## src/rtl/seg7_scan_driver_if.sv

```systemverilog
// seg7_scan_driver_if
//   Upstream content bus for the 7-segment scan driver. The SAP-1 output and
//   status logic drives it through the master modport, and the driver reads
//   it through the slave modport.
//   codes      5*NUM_DIGITS  symbol codes, digit k is codes[5k+4:5k]
//   dp         NUM_DIGITS    decimal point request per digit, active high
//   load       1             one-clock strobe that captures codes and dp
//   lz_en      1             leading-zero suppression enable, used live
//   blink_mask NUM_DIGITS    digits that blink, used live
interface seg7_scan_driver_if #(
  parameter int NUM_DIGITS = 4
);
  logic [5*NUM_DIGITS-1:0] codes;
  logic [NUM_DIGITS-1:0]   dp;
  logic                    load;
  logic                    lz_en;
  logic [NUM_DIGITS-1:0]   blink_mask;

  modport master (output codes, dp, load, lz_en, blink_mask);
  modport slave  (input  codes, dp, load, lz_en, blink_mask);
endinterface

```

## src/rtl/seg7_scan_driver.sv

```systemverilog
// seg7_scan_driver
//   Time-multiplexed driver for NUM_DIGITS common-anode 7-segment digits.
//   Scans one digit per SCAN_DIV clocks, keeps all anodes off for the first
//   BLANK_CYC clocks of every slot, and double-buffers the content so that
//   a scan frame never mixes old and new values. Leading-zero suppression
//   and per-digit blink are applied on the active copy at display time.
//   Symbol codes: 0-15 hex, 16 blank, 17 '-', 18 P, 19 c, 20 r, 21 t,
//   22 o, 23 i, 24-31 blank.
// Ports
//   clk        in   system clock, rising edge
//   rst_n      in   asynchronous reset, active low
//   bus        in   content bus (slave): codes, dp, load, lz_en, blink_mask
//   seg_n      out  segments {g,f,e,d,c,b,a}, active low
//   dp_n       out  decimal point, active low
//   an_n       out  digit anodes, one-hot-low or all high
//   frame_tick out  one-clock pulse the cycle after the digit index wraps
module seg7_scan_driver #(
  parameter int NUM_DIGITS   = 4,
  parameter int SCAN_DIV     = 50000,
  parameter int BLANK_CYC    = 500,
  parameter int BLINK_FRAMES = 64
) (
  input  logic                  clk,
  input  logic                  rst_n,
  seg7_scan_driver_if.slave     bus,
  output logic [6:0]            seg_n,
  output logic                  dp_n,
  output logic [NUM_DIGITS-1:0] an_n,
  output logic                  frame_tick
);

  localparam int PW = (SCAN_DIV > 1) ? $clog2(SCAN_DIV) : 1;
  localparam int IW = (NUM_DIGITS > 1) ? $clog2(NUM_DIGITS) : 1;
  localparam int BW = (BLINK_FRAMES > 1) ? $clog2(BLINK_FRAMES) : 1;

  localparam logic [4:0] SYM_BLANK = 5'd16;

  logic [PW-1:0] presc;
  logic [IW-1:0] idx;
  logic [BW-1:0] blink_cnt;
  logic          blink_on;

  logic [NUM_DIGITS-1:0][4:0] shadow_codes;
  logic [NUM_DIGITS-1:0][4:0] active_codes;
  logic [NUM_DIGITS-1:0]      shadow_dp;
  logic [NUM_DIGITS-1:0]      active_dp;

  logic                  slot_end;
  logic                  frame_wrap;
  logic                  dark;
  logic [NUM_DIGITS-1:0] hide;
  logic                  zero_run;
  logic [4:0]            sel_code;
  logic                  sel_dp;
  logic [NUM_DIGITS-1:0] an_next;

  // Segment patterns, active low, bit order {g,f,e,d,c,b,a}.
  function automatic logic [6:0] seg_decode(input logic [4:0] sym);
    logic [6:0] pat;
    case (sym)
      5'd0:    pat = 7'h40;
      5'd1:    pat = 7'h79;
      5'd2:    pat = 7'h24;
      5'd3:    pat = 7'h30;
      5'd4:    pat = 7'h19;
      5'd5:    pat = 7'h12;
      5'd6:    pat = 7'h02;
      5'd7:    pat = 7'h78;
      5'd8:    pat = 7'h00;
      5'd9:    pat = 7'h18;
      5'd10:   pat = 7'h08;
      5'd11:   pat = 7'h03;
      5'd12:   pat = 7'h46;
      5'd13:   pat = 7'h21;
      5'd14:   pat = 7'h06;
      5'd15:   pat = 7'h0E;
      5'd17:   pat = 7'h3F;
      5'd18:   pat = 7'h0C;
      5'd19:   pat = 7'h27;
      5'd20:   pat = 7'h2F;
      5'd21:   pat = 7'h07;
      5'd22:   pat = 7'h23;
      5'd23:   pat = 7'h7B;
      default: pat = 7'h7F;
    endcase
    return pat;
  endfunction

  assign slot_end   = (presc == PW'(SCAN_DIV - 1));
  assign frame_wrap = slot_end && (idx == IW'(NUM_DIGITS - 1));
  assign dark       = (presc < PW'(BLANK_CYC));

  // Slot prescaler and digit index.
  always_ff @(posedge clk or negedge rst_n) begin
    if (!rst_n) begin
      presc <= '0;
      idx   <= '0;
    end else begin
      if (slot_end) begin
        presc <= '0;
        if (frame_wrap) begin
          idx <= '0;
        end else begin
          idx <= idx + IW'(1);
        end
      end else begin
        presc <= presc + PW'(1);
      end
    end
  end

  // Double buffer. A load coinciding with the frame wrap bypasses the
  // shadow so the very next frame already shows the new content.
  always_ff @(posedge clk or negedge rst_n) begin
    if (!rst_n) begin
      shadow_codes <= {NUM_DIGITS{SYM_BLANK}};
      active_codes <= {NUM_DIGITS{SYM_BLANK}};
      shadow_dp    <= '0;
      active_dp    <= '0;
    end else begin
      if (bus.load) begin
        shadow_codes <= bus.codes;
        shadow_dp    <= bus.dp;
      end
      if (frame_wrap) begin
        if (bus.load) begin
          active_codes <= bus.codes;
          active_dp    <= bus.dp;
        end else begin
          active_codes <= shadow_codes;
          active_dp    <= shadow_dp;
        end
      end
    end
  end

  // Blink phase flips every BLINK_FRAMES frame wraps.
  always_ff @(posedge clk or negedge rst_n) begin
    if (!rst_n) begin
      blink_cnt <= '0;
      blink_on  <= 1'b1;
    end else if (frame_wrap) begin
      if (blink_cnt == BW'(BLINK_FRAMES - 1)) begin
        blink_cnt <= '0;
        blink_on  <= ~blink_on;
      end else begin
        blink_cnt <= blink_cnt + BW'(1);
      end
    end
  end

  // Walking down from the top digit, zero_run stays set only while every
  // digit seen so far is a literal 0; digit 0 is never suppressed.
  always_comb begin
    zero_run = 1'b1;
    hide     = '0;
    for (int k = NUM_DIGITS - 1; k >= 0; k--) begin
      zero_run = zero_run && (active_codes[k] == 5'd0);
      if ((bus.lz_en && (k != 0) && zero_run) ||
          (!blink_on && bus.blink_mask[k])) begin
        hide[k] = 1'b1;
      end
    end
  end

  always_comb begin
    sel_code     = hide[idx] ? SYM_BLANK : active_codes[idx];
    sel_dp       = !hide[idx] && active_dp[idx];
    an_next      = '1;
    an_next[idx] = 1'b0;
  end

  // Display pins are registered together so anodes, segments and dp
  // always change on the same edge.
  always_ff @(posedge clk or negedge rst_n) begin
    if (!rst_n) begin
      an_n       <= '1;
      seg_n      <= 7'h7F;
      dp_n       <= 1'b1;
      frame_tick <= 1'b0;
    end else begin
      frame_tick <= frame_wrap;
      if (dark) begin
        an_n  <= '1;
        seg_n <= 7'h7F;
        dp_n  <= 1'b1;
      end else begin
        an_n  <= an_next;
        seg_n <= seg_decode(sel_code);
        dp_n  <= ~sel_dp;
      end
    end
  end

endmodule

```

## src/flat_wrapper.sv

```systemverilog
// flat-port wrapper written by rule: the top's interface ports become plain ports
module seg7_scan_driver_flat 
#(
  parameter int NUM_DIGITS   = 4,
  parameter int SCAN_DIV     = 50000,
  parameter int BLANK_CYC    = 500,
  parameter int BLINK_FRAMES = 64
)
  (clk, rst_n, seg_n, dp_n, an_n, frame_tick, bus_codes, bus_dp, bus_load, bus_lz_en, bus_blink_mask);
  seg7_scan_driver_if #(.NUM_DIGITS(NUM_DIGITS)) bus_i ();
  input  logic clk;
  input  logic rst_n;
  output logic [6:0] seg_n;
  output logic dp_n;
  output logic [NUM_DIGITS-1:0] an_n;
  output logic frame_tick;
  input wire logic [$bits(bus_i.codes)-1:0] bus_codes;
  input wire logic [$bits(bus_i.dp)-1:0] bus_dp;
  input wire logic [$bits(bus_i.load)-1:0] bus_load;
  input wire logic [$bits(bus_i.lz_en)-1:0] bus_lz_en;
  input wire logic [$bits(bus_i.blink_mask)-1:0] bus_blink_mask;
  assign bus_i.codes = bus_codes;
  assign bus_i.dp = bus_dp;
  assign bus_i.load = bus_load;
  assign bus_i.lz_en = bus_lz_en;
  assign bus_i.blink_mask = bus_blink_mask;
  seg7_scan_driver #(.NUM_DIGITS(NUM_DIGITS), .SCAN_DIV(SCAN_DIV), .BLANK_CYC(BLANK_CYC), .BLINK_FRAMES(BLINK_FRAMES)) u_core (.clk(clk), .rst_n(rst_n), .bus(bus_i), .seg_n(seg_n), .dp_n(dp_n), .an_n(an_n), .frame_tick(frame_tick));
endmodule
```

## config.mk

```make
export PLATFORM = sky130hd
export DESIGN_NAME = seg7_scan_driver_flat
export DESIGN_NICKNAME = d
export VERILOG_FILES = /design/src/rtl/seg7_scan_driver_if.sv /design/src/rtl/seg7_scan_driver.sv /design/src/flat_wrapper.sv
export SDC_FILE = /design/constraint.sdc
export NUM_CORES = 1
export LEC_CHECK = 0
export BUFFER_PORTS_ARGS = -buffer_cell sky130_fd_sc_hd__buf_2
export CORE_ASPECT_RATIO = 1.25
export CORE_MARGIN = 2
export CORE_UTILIZATION = 40
export DETAILED_ROUTE_END_ITERATION = 8
export PLACE_DENSITY_LB_ADDON = 0.1
export SLEW_MARGIN = 20
export SYNTH_ARGS = -nofsm -noshare
export SYNTH_HDL_FRONTEND = slang
export SYNTH_SLANG_ARGS = --single-unit
export TNS_END_PERCENT = 30
```

## constraint.sdc

```tcl
create_clock -name clk -period 8 [get_ports clk]
set_input_delay 0 -clock clk [delete_from_list [all_inputs] [get_ports clk]]
set_output_delay 0 -clock clk [all_outputs]
set_load 0.02 [all_outputs]
```

==> key figures, run 1 <==
Outcome
  – Status: complete, no violations

Logic synthesis
  – Avg Cell Area, Syn: 12.3 um^2
  – Sequential area share after synthesis: 0.532
  – Cells after Synth: 334
  – YS warnings: 0
  – Post-synthesis register bit count: 86
  – Post-synth cell types: 47
  – EDFF count, synth: 0
  – Mapped Area: 0.00409 mm^2
  – Top FF cell, synth: dfrtp_1
  – Post-synthesis net count: 379
  – Async S/R FF share, synth: 1.00

Floorplan
  – Die ar.: 0.0111 mm^2
  – Core Box Area: 0.0101 mm^2
  – Die W: 94.5 um
  – Initial core utilization: 0.407
  – Chip height: 117 um
  – I/O pin cnt: 45
  – Std-Cell Rows: 41

Timing
  – Slew Limit Fails: 0
  – Fmax: 305 MHz
  – # setup viols final: 0
  – Fin Hold WS: 0.135 ns
  – Fin crit period: 3.28 ns
  – Total negative setup slack: 0 ns
  – Slew headroom: 0.510
  – Measured slew at the worst slew-check pin: 0.730 ns
  – Final WS setup: 4.72 ns
  – Final hold violations: 0
  – Layout Skew: 0.00614 ns
  – Fin crit share: 0.410
  – RSZ-0062 raised after global routing: false

Placement
  – IO Port Bufs: 44
  – Placed Area: 0.00443 mm^2
  – Worst slack, placed: 4.76 ns
  – Placer Congestion: 0.885
  – Hpwl dp: 5560 um

Clocking
  – CTS tree: built
  – Clock Sinks: 86
  – H-tree Lvls: 3
  – Post-CTS Setup Bufs: 0
  – Clock Pin Slew Worst Setup and Hold Paths: 0.06 ns
  – Cell at the root of the clock tree: clkbuf_16
  – TritonCTS buffer count: 9
  – Clk buf depth: 2
  – Worst skew pair latency: 0.34 ns

Final layout
  – N_diodes: 0
  – Layout Area Growth over Synthesis: 21.4%
  – Number of fill cells: 936
  – Commonest non-fill, non-tap cells in the layout: dfrtp_1, mux2_2, buf_2, nand2_1, dlygate4sd3_1
  – Final instance area: 0.00497 mm^2
  – Most common cell after layout, fill and taps aside: dfrtp_1
  – Layout cells sized above 1: 0.345
  – Net count, final: 449

Power and ir drop
  – Cell leakage power: 2.23 nW
  – Peak VDD IR: 0.112 mV
  – Power Density: 185 mW/mm^2

Global route
  – First-pass GRT wire length: 13800 um
  – Largest net degree at the start of global routing: 56
  – Antenna violations before repair: 0
  – Grt total ovfl: 0
  – Vias in the first global route: 2752
  – Overall Global Routing Usage: 0.164

Critical path
  – CP peak stage delay: 0.77 ns
  – Crit path required time: 8.27 ns
  – CP bufs+invs: 2
  – Delay-heaviest family, CP: compound AO/OA/AOI/OAI gates
  – Setup CP Type: reg2reg
  – CP max-delay cell: dfrtp_1
  – Critical Path AT: 3.55 ns
  – Critical path capture point type: register
  – Crit Path Max Fanout: 14
  – Cell breakdown of the critical path: mux2i_1 > o32ai_1 > o21ai_0 > and2_1 > nand2_1 > inv_1 > ha_1 > inv_1 > o311ai_0 > o311ai_0 > nand3_1
  – Startpoint types: register

Drt
  – Vias: 2706
  – Final ANT Viol Nets: 0
  – Routed vias/inst: 5.03
  – Routed wire length: 8100 um
  – Drt first pass iters: 4
  – First-iteration detailed-routing DRC count: 84
  – Remaining DRCs: 0
  – Routed wire per std cell: 15.1 um

Job
  – Max cap viols: 0

Worst hold path
  – Worst hold path type: in2async
-- Yosys cell counts, drive strengths merged (4+ instances only) --
cell type,number,area [um^2]
mux4,6,135
nor2,18,67.6
dfstp,21,552
nand2,34,135
mux2i,4,40.0
xor2,9,78.8
and3,10,62.6
buf,5,40.0
mux2,49,552
o21ai,16,80.1
and2,4,25.0
a21oi,6,30.0
nand3,7,35.0
nand4,5,31.3
nor4,4,40.0
inv,9,33.8
xnor2,8,70.1
dfrtp,65,1630
clkbuf,7,26.3
ha,13,163
-- cell type report --
type | count | area (um^2) | area share
well taps | 129 | 161 | 0.0325
inverters | 9 | 33.8 | 0.00680
multi-input cells | 227 | 1810 | 0.365
clock buffers | 11 | 233 | 0.0469
flip-flops and latches | 86 | 2180 | 0.439
repair buffers | 71 | 488 | 0.0982
clock inverters | 5 | 58.8 | 0.0118
-- what timing repair did --
| item | 4_1_cts | 5_1_grt |
|---|---|---|
| endpoints found under the setup margin | 0 | 0 |
| hold endpoints to repair | 55 | 0 |
| resized for setup | 0 | 0 |
| hold buffers | 25 | 0 |
-- worst reg2reg max path: stages, from the launching register on --
cell	delay [ns]
dfrtp_1	0.77
mux2i_1	0.28
o32ai_1	0.10
o21ai_0	0.31
and2_1	0.38
nand2_1	0.20
inv_1	0.16
ha_1	0.21
inv_1	0.08
o311ai_0	0.38
o311ai_0	0.21
nand3_1	0.12
-- power breakdown --
group          switching (mW)  leakage, nW  internal, mW
Sequential            0.00292         1.07         0.449
Clock                   0.174        0.136         0.243
Combinational          0.0227         1.02        0.0264
-- metrics by stage --
step / util / power (mW) / std cells
after CTS: 0.494 / 0.933 / 538
after global placement: 0.440 / 0.500 / 497
after floorplan: - / 0.479 / 334
after detailed placement: 0.440 / 0.500 / 497
after global routing: 0.494 / 0.954 / 538
final: 0.494 / 0.918 / 538
-- per-layer routing --
layer | vias up | GRT usage | part of all wire
li1 | 1331 | - | -
met5 | - | 0 | 0
met2 | 49 | 0.246 | 0.46
met1 | 1313 | 0.230 | 0.49
met3 | 13 | 0.0371 | 0.030
met4 | 0 | 0.0696 | 0.021
-- logic make-up (layout without fill, tap and decap cells) --
kind of cell,Yosys count,in the layout,share of synthesized area
compound gates,41,41,0.0633
xor+xnor,17,17,0.0364
fa+ha+maj,13,13,0.0397
buf+inv,21,96,0.0245
flops,86,86,0.532
mux,59,59,0.178
simple gates,97,97,0.126
-- state kept, by name (all words and copies together), names as in the netlist --
register / flops
u_core.an_n: 4
u_core.shadow_dp: 4
u_core.blink_on: 1
u_core.active_codes: 20
u_core.shadow_codes: 20
u_core.frame_tick: 1
u_core.blink_cnt: 6
u_core.active_dp: 4
u_core.dp_n: 1
u_core.idx: 2
u_core.seg_n: 7
u_core.presc: 16
-- path summary, 6_finish.rpt --
| check | startpoint | endpoint | slack, ns | cells past startpoint |
|---|---|---|---|---|
| setup / recovery | u_core.idx[0] | u_core.seg_n[3] | 4.72 | 11 |
| setup reg to reg | u_core.idx[0] | u_core.seg_n[3] | 4.72 | 11 |
| max in group asynchronous | rst_n | u_core.shadow_codes[16] | 6.85 | 3 |
| min in group clk | bus_load | u_core.shadow_codes[11] | 0.28 | 2 |
| hold / removal | rst_n | u_core.shadow_codes[3] | 0.14 | 2 |
| hold reg to reg | u_core.presc[0] | u_core.presc[0] | 0.47 | 1 |
No activity file was read; power rests on OpenSTA's default activity.
==> run 2: changes to the inputs <==
==> constraint.sdc (replaced) <==
create_clock -name clk -period 3.39 [get_ports clk]
set_input_delay 0 -clock clk [delete_from_list [all_inputs] [get_ports clk]]
set_output_delay 0 -clock clk [all_outputs]
set_load 0.02 [all_outputs]
==> run 2 against run 1 <==
Net effect:
- clock skew grew 0.00055 ns
- setup slack lost 4.4 ns
- flip-flop and latch count is the same
- non-clock buffer count grew 4
- critical path depth is the same
- design area grew 0.71%
- cell count grew 0.74%
- wire length grew 1.3%
==> key figures, run 2 (same netlist as run 1, synthesis figures left out) <==
Clocking
  – Clock Sinks: 86
  – Worst skew pair latency: 0.34 ns
  – H-tree Lvls: 3
  – CTS tree: built
  – Clk buf depth: 2
  – Cell at the root of the clock tree: clkbuf_16
  – TritonCTS buffer count: 9
  – Clock Pin Slew Worst Setup and Hold Paths: 0.06 ns

Floorplan
  – I/O pin cnt: 45
  – Initial core utilization: 0.407
  – Core Box Area: 0.0101 mm^2
  – Die W: 94.5 um
  – Chip height: 117 um
  – Std-Cell Rows: 41
  – Die ar.: 0.0111 mm^2

Drt
  – First-iteration detailed-routing DRC count: 122
  – Drt first pass iters: 4
  – Routed vias/inst: 5.09
  – Routed wire per std cell: 15.1 um
  – Vias: 2761
  – Remaining DRCs: 0
  – Final ANT Viol Nets: 0
  – Routed wire length: 8210 um

Timing
  – RSZ-0062 raised after global routing: false
  – Fin Hold WS: 0.287 ns
  – Fmax: 324 MHz
  – Fin crit share: 0.912
  – Layout Skew: 0.00669 ns
  – Total negative setup slack: 0 ns
  – # setup viols final: 0
  – Measured slew at the worst slew-check pin: 0.828 ns
  – Slew headroom: 0.448
  – Slew Limit Fails: 0
  – Final hold violations: 0
  – Fin crit period: 3.09 ns

Power and ir drop
  – Sw frac: 0.213
  – Power Density: 429 mW/mm^2
  – Peak VDD IR: 0.301 mV
  – Fraction of power consumed by sequential logic: 0.496
  – Cell leakage power: 2.26 nW
  – Power share of the clock group: 0.449
  – Combinational fraction of design power: 0.055
  – Cell Int Power: 1.69 mW
  – P_sw: 0.457 mW

Critical path
  – Delay-heaviest family, CP: simple AND/OR/NAND/NOR gates
  – CP peak stage delay: 0.60 ns
  – R2R Path End: u_core.seg_n[5]
  – Critical path capture point type: register
  – Critical Path AT: 3.33 ns
  – CP max-delay cell: or4_1
  – Reg2Reg Depth: 11
  – Startpoint types: register
  – Setup CP Type: reg2reg
  – R2R Setup Slk: 0.30 ns
  – Launching point of the worst reg2reg path: u_core.active_codes[16]
  – CP bufs+invs: 1
  – Crit Path Max Fanout: 10
  – Cell breakdown of the critical path: or4_1 > nor4_1 > o21ai_0 > and2_1 > nand2_1 > inv_1 > ha_1 > nand2_1 > o21ai_0 > a2111oi_0 > a31oi_1
  – Crit path required time: 3.63 ns

Final layout
  – Biggest regs: u_core.active_codes: 20 flops, u_core.shadow_codes: 20 flops, u_core.presc: 16 flops
  – N_diodes: 0
  – Most common cell after layout, fill and taps aside: dfrtp_1
  – Layout cells sized above 1: 0.356
  – Commonest non-fill, non-tap cells in the layout: dfrtp_1, mux2_2, buf_2, nand2_1, dlygate4sd3_1
  – Net count, final: 453
  – Final instance area: 0.00500 mm^2
  – Layout Area Growth over Synthesis: 22.2%

Worst hold path
  – Worst hold path type: in2reg
  – Hold path startpoint: bus_load
  – Hold depth: 2
  – Hold path endpoint: u_core.shadow_dp[1]

Outcome
  – Status: complete, no violations

Global route
  – Most Crowded Layer GR: met2
  – Grt total ovfl: 0
  – GR Util met2: 0.263
  – M1 GR Usage: 0.220
  – Largest net degree at the start of global routing: 67
  – Overall Global Routing Usage: 0.165
  – Vias in the first global route: 2800
  – GR Layer Usage met3: 0.0423
  – Antenna violations before repair: 0
  – First-pass GRT wire length: 13900 um

Placement
  – Placed Area: 0.00446 mm^2
  – IO Port Bufs: 44
  – Hpwl dp: 5750 um
  – Placer Congestion: 0.852

Job
  – Max cap viols: 0
==> run 2: changes by cell type in the layout (fill, tap and decap cells not counted) <==
cell,previous run,this run
buf_4,3,7
clkinv_2,1,3
a2111oi_0,2,1
a2111oi_2,0,1
clkbuf_1,2,1
clkinvlp_4,2,1
==> run 2: worst reg2reg max path, stage by stage, from the launching register on <==
cell and delay (ns):
dfrtp_1 0.40, or4_1 0.60, nor4_1 0.24, o21ai_0 0.21, and2_1 0.31, nand2_1 0.18
inv_1 0.11, ha_1 0.23, nand2_1 0.11, o21ai_0 0.10, a2111oi_0 0.45, a31oi_1 0.08
==> run 2: power groups by stage <==
stage	Sequential, mW	Clock (mW)	Combinational (mW)
floorplan	1.08	0	0.0481
global placement	1.08	0	0.0983
detailed placement	1.08	0	0.0983
CTS	1.07	1.00	0.121
global route	1.07	1.04	0.134
finish	1.07	0.964	0.118
==> run 2: final cells by class <==
cell class | count | area [um^2]
well taps | 129 | 161
clock buffers | 10 | 229
repair buffers | 75 | 518
inverters | 9 | 33.8
clock inverters | 6 | 61.3
flip-flops and latches | 86 | 2180
fillers | 925 | 5050
multi-input cells | 227 | 1820
==> run 2: how the worst max path moves through the flow <==
stage                       to  slack, ns                     from  depth (start not counted)
3_3_place_gp   u_core.seg_n[5]       0.49  u_core.active_codes[16]                         11
6_report       u_core.seg_n[5]       0.30  u_core.active_codes[16]                         11
4_1_cts        u_core.seg_n[5]       0.26  u_core.active_codes[16]                         11
5_1_grt        u_core.seg_n[5]       0.07  u_core.active_codes[13]                         11
3_5_place_dp   u_core.seg_n[5]       0.27  u_core.active_codes[16]                         11
2_1_floorplan  u_core.seg_n[5]       0.66  u_core.active_codes[16]                         12
==> run 2: metal layers <==
metal / up-vias / wire length, um / share of wire
met1: 1347 / 3840 / 0.47
met3: 8 / 366 / 0.045
li1: 1331 / - / -
met4: 0 / 127 / 0.015
met5: - / 0 / 0
met2: 75 / 3870 / 0.47
==> run 2: through the flow <==
step | worst slack (ns) | std cells | power (mW) | utilization
finish | 0.300 | 542 | 2.15 | 0.498
global route | 0.0668 | 542 | 2.24 | 0.498
CTS | 0.259 | 542 | 2.19 | 0.497
detailed placement | 0.271 | 501 | 1.18 | 0.443
floorplan | 0.660 | 334 | 1.13 | -
global placement | 0.489 | 501 | 1.18 | 0.443
==> run 2: timing repair <==
action	CTS	global route
resized for setup	0	2
setup buffers	0	0
hold buffers	25	0
setup endpoints to repair	0	1
hold endpoints to repair	68	0
